**config.mk**
```make
export PLATFORM = sky130hd
export DESIGN_NAME = instr_fetch_decode
export DESIGN_NICKNAME = d
export VERILOG_FILES = /design/src/rtl/instr_fetch_decode.sv
export SDC_FILE = /design/constraint.sdc
export NUM_CORES = 1
export LEC_CHECK = 0
export ABC_AREA = 1
export ABC_CLOCK_PERIOD_IN_PS = 1400
export CORE_MARGIN = 3
export CORE_UTILIZATION = 37
export DETAILED_ROUTE_END_ITERATION = 10
export GPL_ROUTABILITY_DRIVEN = 1
export GPL_TIMING_DRIVEN = 0
export PLACE_DENSITY = 0.77
export SYNTH_ARGS = -nofsm -noshare
export SYNTH_HDL_FRONTEND = slang
export SYNTH_SLANG_ARGS = --single-unit
```
**constraint.sdc**
```tcl
create_clock -name clk -period 1.4 [get_ports clk]
set_clock_uncertainty 0.2 [all_clocks]
set_input_delay 0.28 -clock clk [delete_from_list [all_inputs] [get_ports clk]]
set_output_delay 0.28 -clock clk [all_outputs]
set_load 0.05 [all_outputs]
```
**src/rtl/instr_fetch_decode.sv**
```systemverilog
// ---------------------------------------------------------------------------
// instr_fetch_decode
//   Front-end stage for the CPU control block. Fetches 16-bit instruction words
//   over a req/ack handshake and latches each word into the instruction
//   register (IR). The opcode is decoded into the one-hot A_in vector, and the
//   register-select and immediate fields are exposed. The PC advances by one or
//   loads a branch target, based on the control block's branch-taken bit.
//
// Ports
//   clk, rst_n     : clock (rising edge) and asynchronous active-low reset
//   imem_req       : fetch request; held high until acknowledged
//   imem_addr      : fetch address (always equal to pc)
//   imem_ack       : memory acknowledge; imem_rdata is valid in the same cycle
//   imem_rdata     : instruction word
//   branch_taken   : control block c[1]; sampled only in an unstalled EXEC cycle
//   branch_target  : next PC when branch_taken is 1
//   exec_stall     : holds the current instruction in EXEC
//   a_out          : one-hot decoded opcode (zero unless dec_valid)
//   rx_ry          : {Rx, Ry} = IR[10:7]
//   imm            : IR[6:0], unsigned
//   dec_valid      : a_out/rx_ry/imm are valid and may commit
//   pc             : current instruction address
//   halted         : sticky; set by an illegal opcode, cleared only by reset
// ---------------------------------------------------------------------------
module instr_fetch_decode #(
  parameter int unsigned    AW       = 8,
  parameter logic [AW-1:0]  RESET_PC = '0
) (
  input  logic          clk,
  input  logic          rst_n,
  output logic          imem_req,
  output logic [AW-1:0] imem_addr,
  input  logic          imem_ack,
  input  logic [15:0]   imem_rdata,
  input  logic          branch_taken,
  input  logic [AW-1:0] branch_target,
  input  logic          exec_stall,
  output logic [22:0]   a_out,
  output logic [3:0]    rx_ry,
  output logic [6:0]    imm,
  output logic          dec_valid,
  output logic [AW-1:0] pc,
  output logic          halted
);

  typedef enum logic [1:0] {
    S_IDLE  = 2'd0,
    S_FETCH = 2'd1,
    S_EXEC  = 2'd2,
    S_HALT  = 2'd3
  } state_t;

  localparam logic [4:0] LAST_LEGAL_OP = 5'd22;

  state_t        state;
  logic [AW-1:0] pc_q;
  logic [15:0]   ir;
  logic          req_q;
  logic          valid_q;
  logic          halt_q;
  logic [4:0]    opcode;
  logic          fetch_legal;

  assign opcode      = ir[15:11];
  assign fetch_legal = (imem_rdata[15:11] <= LAST_LEGAL_OP);

  // State, PC, IR and the handshake/status flags all live in one block. The
  // flags are registered alongside the state transition so that they always
  // match the state they describe, and no output depends combinationally on
  // imem_rdata or branch_taken.
  always_ff @(posedge clk or negedge rst_n) begin
    if (!rst_n) begin
      state   <= S_IDLE;
      pc_q    <= RESET_PC;
      ir      <= '0;
      req_q   <= 1'b0;
      valid_q <= 1'b0;
      halt_q  <= 1'b0;
    end else begin
      case (state)
        S_IDLE: begin
          state <= S_FETCH;
          req_q <= 1'b1;
        end

        S_FETCH: begin
          if (imem_ack) begin
            ir    <= imem_rdata;
            req_q <= 1'b0;
            if (fetch_legal) begin
              state   <= S_EXEC;
              valid_q <= 1'b1;
            end else begin
              state  <= S_HALT;
              halt_q <= 1'b1;
            end
          end
        end

        S_EXEC: begin
          // A stall freezes everything, so a branch seen during the stall is
          // re-evaluated in the first unstalled cycle.
          if (!exec_stall) begin
            pc_q    <= branch_taken ? branch_target : pc_q + AW'(1);
            state   <= S_FETCH;
            valid_q <= 1'b0;
            req_q   <= 1'b1;
          end
        end

        S_HALT: begin
          state   <= S_HALT;
          req_q   <= 1'b0;
          valid_q <= 1'b0;
          halt_q  <= 1'b1;
        end

        default: begin
          state   <= S_IDLE;
          req_q   <= 1'b0;
          valid_q <= 1'b0;
          halt_q  <= 1'b0;
        end
      endcase
    end
  end

  // One-hot opcode decode, gated by dec_valid so a_out is zero outside EXEC.
  always_comb begin
    a_out = '0;
    for (int unsigned i = 0; i < 23; i++) begin
      a_out[i] = valid_q && (opcode == 5'(i));
    end
  end

  assign imem_req  = req_q;
  assign imem_addr = pc_q;
  assign pc        = pc_q;
  assign dec_valid = valid_q;
  assign halted    = halt_q;
  assign rx_ry     = ir[10:7];
  assign imm       = ir[6:0];

endmodule

```
==> flow_metrics.py <==
metrics = {
    "run_status": {
        "status": "complete, but fails checks",
        "violations": "hold timing, setup timing",
    },
    "drt": {
        "wl_per_cell_microns": 15.5,
        "num_vias": 1945,
        "drt_first_pass_iters": 4,
        "post-route-drc-count": 0,
        "dr.first_iter.drc_count": 85,
        "ant_nets": 0,
        "avgViaCountPerCell": 4.95,
        "wl_mm": 6.11,
    },
    "cts": {
        "clkTransAtPathRegs_ns": 0.07,
        "clk_latency_ns": 0.29,
        "cts_made_buffers": 5,
        "htreeDepth": 2,
        "root_buffer": "clkbuf_8",
        "cts_buffer_depth": 2,
        "clock-sinks": 29,
        "cts_tree": "yes",
    },
    "sta": {
        "hold_viol": 29,
        "max_freq_ghz": 0.510,
        "rsz0062_at_grt": "yes",
        "tns_ns": -12.52,
        "tightest_slew_ns": 0.724,
        "slew_headroom_pct": 51.7,
        "timing.final.setup_violations": 39,
        "period_share_pct": 140,
        "whs_ns": -0.0690,
        "fin_crit_ns": 1.96,
        "worst_slack_ns": -0.559,
        "maxSlewViolCount": 0,
    },
    "grt": {
        "grt_start_max_net_pins": 30,
        "overflow": 0,
        "grt_pass1_wl_mm": 8.05,
        "grt_pass1_vias": 1731,
        "antenna_found_initial": 0,
        "grt.total_usage_pct": 18.9,
    },
    "finish": {
        "layout.nets": 370,
        "area_growth_pct": 103,
        "antenna_cells": 0,
        "fill_cells": 268,
        "final_cell_area_sq_um": 3510,
        "final_layout_size_suffix_gt1_share_pct": 54.3,
    },
    "power": {
        "p_leak_uw": 0.00160,
        "intPower_uw": 4030,
        "power_frac_comb_pct": 70.5,
        "swShare_pct": 50.9,
        "power_density_nw_per_um2": 2330,
        "irDropWorstVdd_uv": 1330,
        "pwr-share-seq_pct": 20.8,
        "netSwitchingPower_uw": 4170,
        "pwr-share-clk_pct": 8.7,
    },
    "job": {
        "cap_viol_max_count": 0,
    },
    "placed_design": {
        "portBuffers": 80,
        "place_area_sq_um": 2850,
        "gp_congestion": 0.745,
        "dp_hpwl_mm": 3.50,
    },
    "min_path": {
        "min_path_type": "in -> async",
    },
    "critical_path": {
        "worstPathArrival_ns": 1.48,
        "worstSetupPathType": "reg -> out",
        "cp_slowest_cell": "dfrtp_2",
        "required_ns": 0.92,
        "max_stage_delay_ns": 0.43,
        "r2r_slack_ns": -0.15,
        "crit_fanout": 4,
        "start_kind": "register",
        "worstSetupEndpointType": "output port",
        "crit_top_cell": "nor2_4",
        "worstPathCellList": "nor2_4 > nand3_4 > nor2_4 > buf_8",
    },
    "floorplanning": {
        "die_h_microns": 74.3,
        "start_util_pct": 39.1,
        "dieWidth_microns": 74.3,
        "die_area_sq_um": 5520,
        "io_pins": 82,
        "coreArea_sq_um": 4410,
        "num_rows": 24,
    },
    "synth": {
        "synth_cells": 234,
        "synth.net_count": 264,
        "yosysSeqAreaShare_pct": 42.1,
        "syn_area_per_cell_sq_um": 7.37,
        "synth_cell_type_count": 24,
        "synth.area.top_cells": "dfrtp_1, nand2_1, nor2_1",
        "yosysTopAreaCell": "dfrtp_1",
        "yosysWarnings": 0,
        "synth-seq-cells": 29,
        "synth_top_area_share_pct": 42.1,
        "syn-cell-area_sq_um": 1730,
    },
}
synth_stat cells (all sizes together):
library cell and instances:
ha 1, nand3b 1, buf 25, a21o 1
nor2 45, dfrtp 29, o21ai 10, o31ai 1
inv 19, o22ai 1, nand2 62, nor3 3
a21oi 10, nand3 26
state kept, by name (all words and copies together), names as in the netlist:
name,flops
ir,16
imem_addr,8
state,2
dec_valid,1
halted,1
imem_req,1
through the flow:
stage | hold WS (ns) | total power (uW) | utilization, % | instances | worst slack, ns
3_3_place_gp | 0.250 | 5800 | 64.6 | 366 | -0.881
5_1_grt | -0.00913 | 8570 | 79.5 | 393 | -0.606
2_1_floorplan | -0.216 | 4700 | - | 234 | -0.374
4_1_cts | -0.0390 | 7380 | 73.0 | 381 | -0.498
6_report | -0.0690 | 8190 | 79.5 | 393 | -0.559
3_5_place_dp | 0.255 | 5860 | 64.6 | 366 | -0.900
routing by layer:
layer / part of all wire [%] / track usage [%]
met1: 38 / 22.3
met2: 55 / 34.1
met3: 5.1 / 4.32
met4: 1.8 / 5.93
met5: 0 / 0
critical path, delay by kind of cell, from the launching register on:
family | cells | cell delay (ns)
simple gates | 3 | 0.60
buf+inv | 1 | 0.17
flops | 1 | 0.43
repair_timing:
action	in CTS	in global routing
pin swaps	14	25
gates resized for setup	422	50
endpoints found under the setup margin	88	54
setup buffers	19	12
hold endpoints to repair	29	8
gates cloned	0	0
layout by cell type (no fill, tap or decap), types with 3 or more instances in the layout:
master,count
nand2_4,5
inv_2,9
clkbuf_8,6
nor2_4,28
dfrtp_2,12
buf_2,4
o21ai_0,6
inv_1,8
nor3_4,3
nand3_4,5
buf_8,36
nor2_2,4
buf_4,22
nand3_1,19
clkdlybuf4s50_1,24
nor2_1,13
nand2_1,53
buf_6,33
dfrtp_1,17
a21oi_1,8
cell type report:
cell class | instances | area [sq um] | share of cell area [%]
Sequential cell | 29 | 741 | 21.1
Inverter | 19 | 81.3 | 2.32
Clock buffer | 8 | 90.1 | 2.57
Timing Repair Buffer | 111 | 1270 | 36.3
Tap cell | 52 | 65.1 | 1.85
Buffer | 13 | 124 | 3.53
Multi-Input combinational cell | 161 | 1130 | 32.3
power groups by stage:
stage / sequential [uW] / combinational [uW] / clock (uW)
after floorplan: 2030 / 2660 / 0
after global placement: 1650 / 4150 / 0
after detailed placement: 1660 / 4200 / 0
after CTS: 1660 / 5000 / 724
after global routing: 1740 / 6070 / 765
final: 1700 / 5780 / 712
path summary, 6_finish.rpt:
kind	to	cells past startpoint	start
max	a_out[15]	4	ir[15]$_DFFE_PN0P_
min in group clk	ir[12]$_DFFE_PN0P_	3	imem_ack
max in group asynchronous	ir[14]$_DFFE_PN0P_	1	rst_n
max reg2reg	imem_addr[6]$_DFFE_PN0P_	8	imem_addr[1]$_DFFE_PN0P_
min	imem_addr[5]$_DFFE_PN0P_	1	rst_n
min reg2reg	halted$_DFFE_PN0P_	1	halted$_DFFE_PN0P_
cell families after synthesis:
kind of cell    count (synthesis)  share of synthesized area [%]
buf+inv                        44                           15.2
fa+ha+maj                       1                          0.725
simple gates                  137                           34.8
flops                          29                           42.1
compound gates                 23                           7.25
Note: power is estimated with default switching activity, not from simulation.
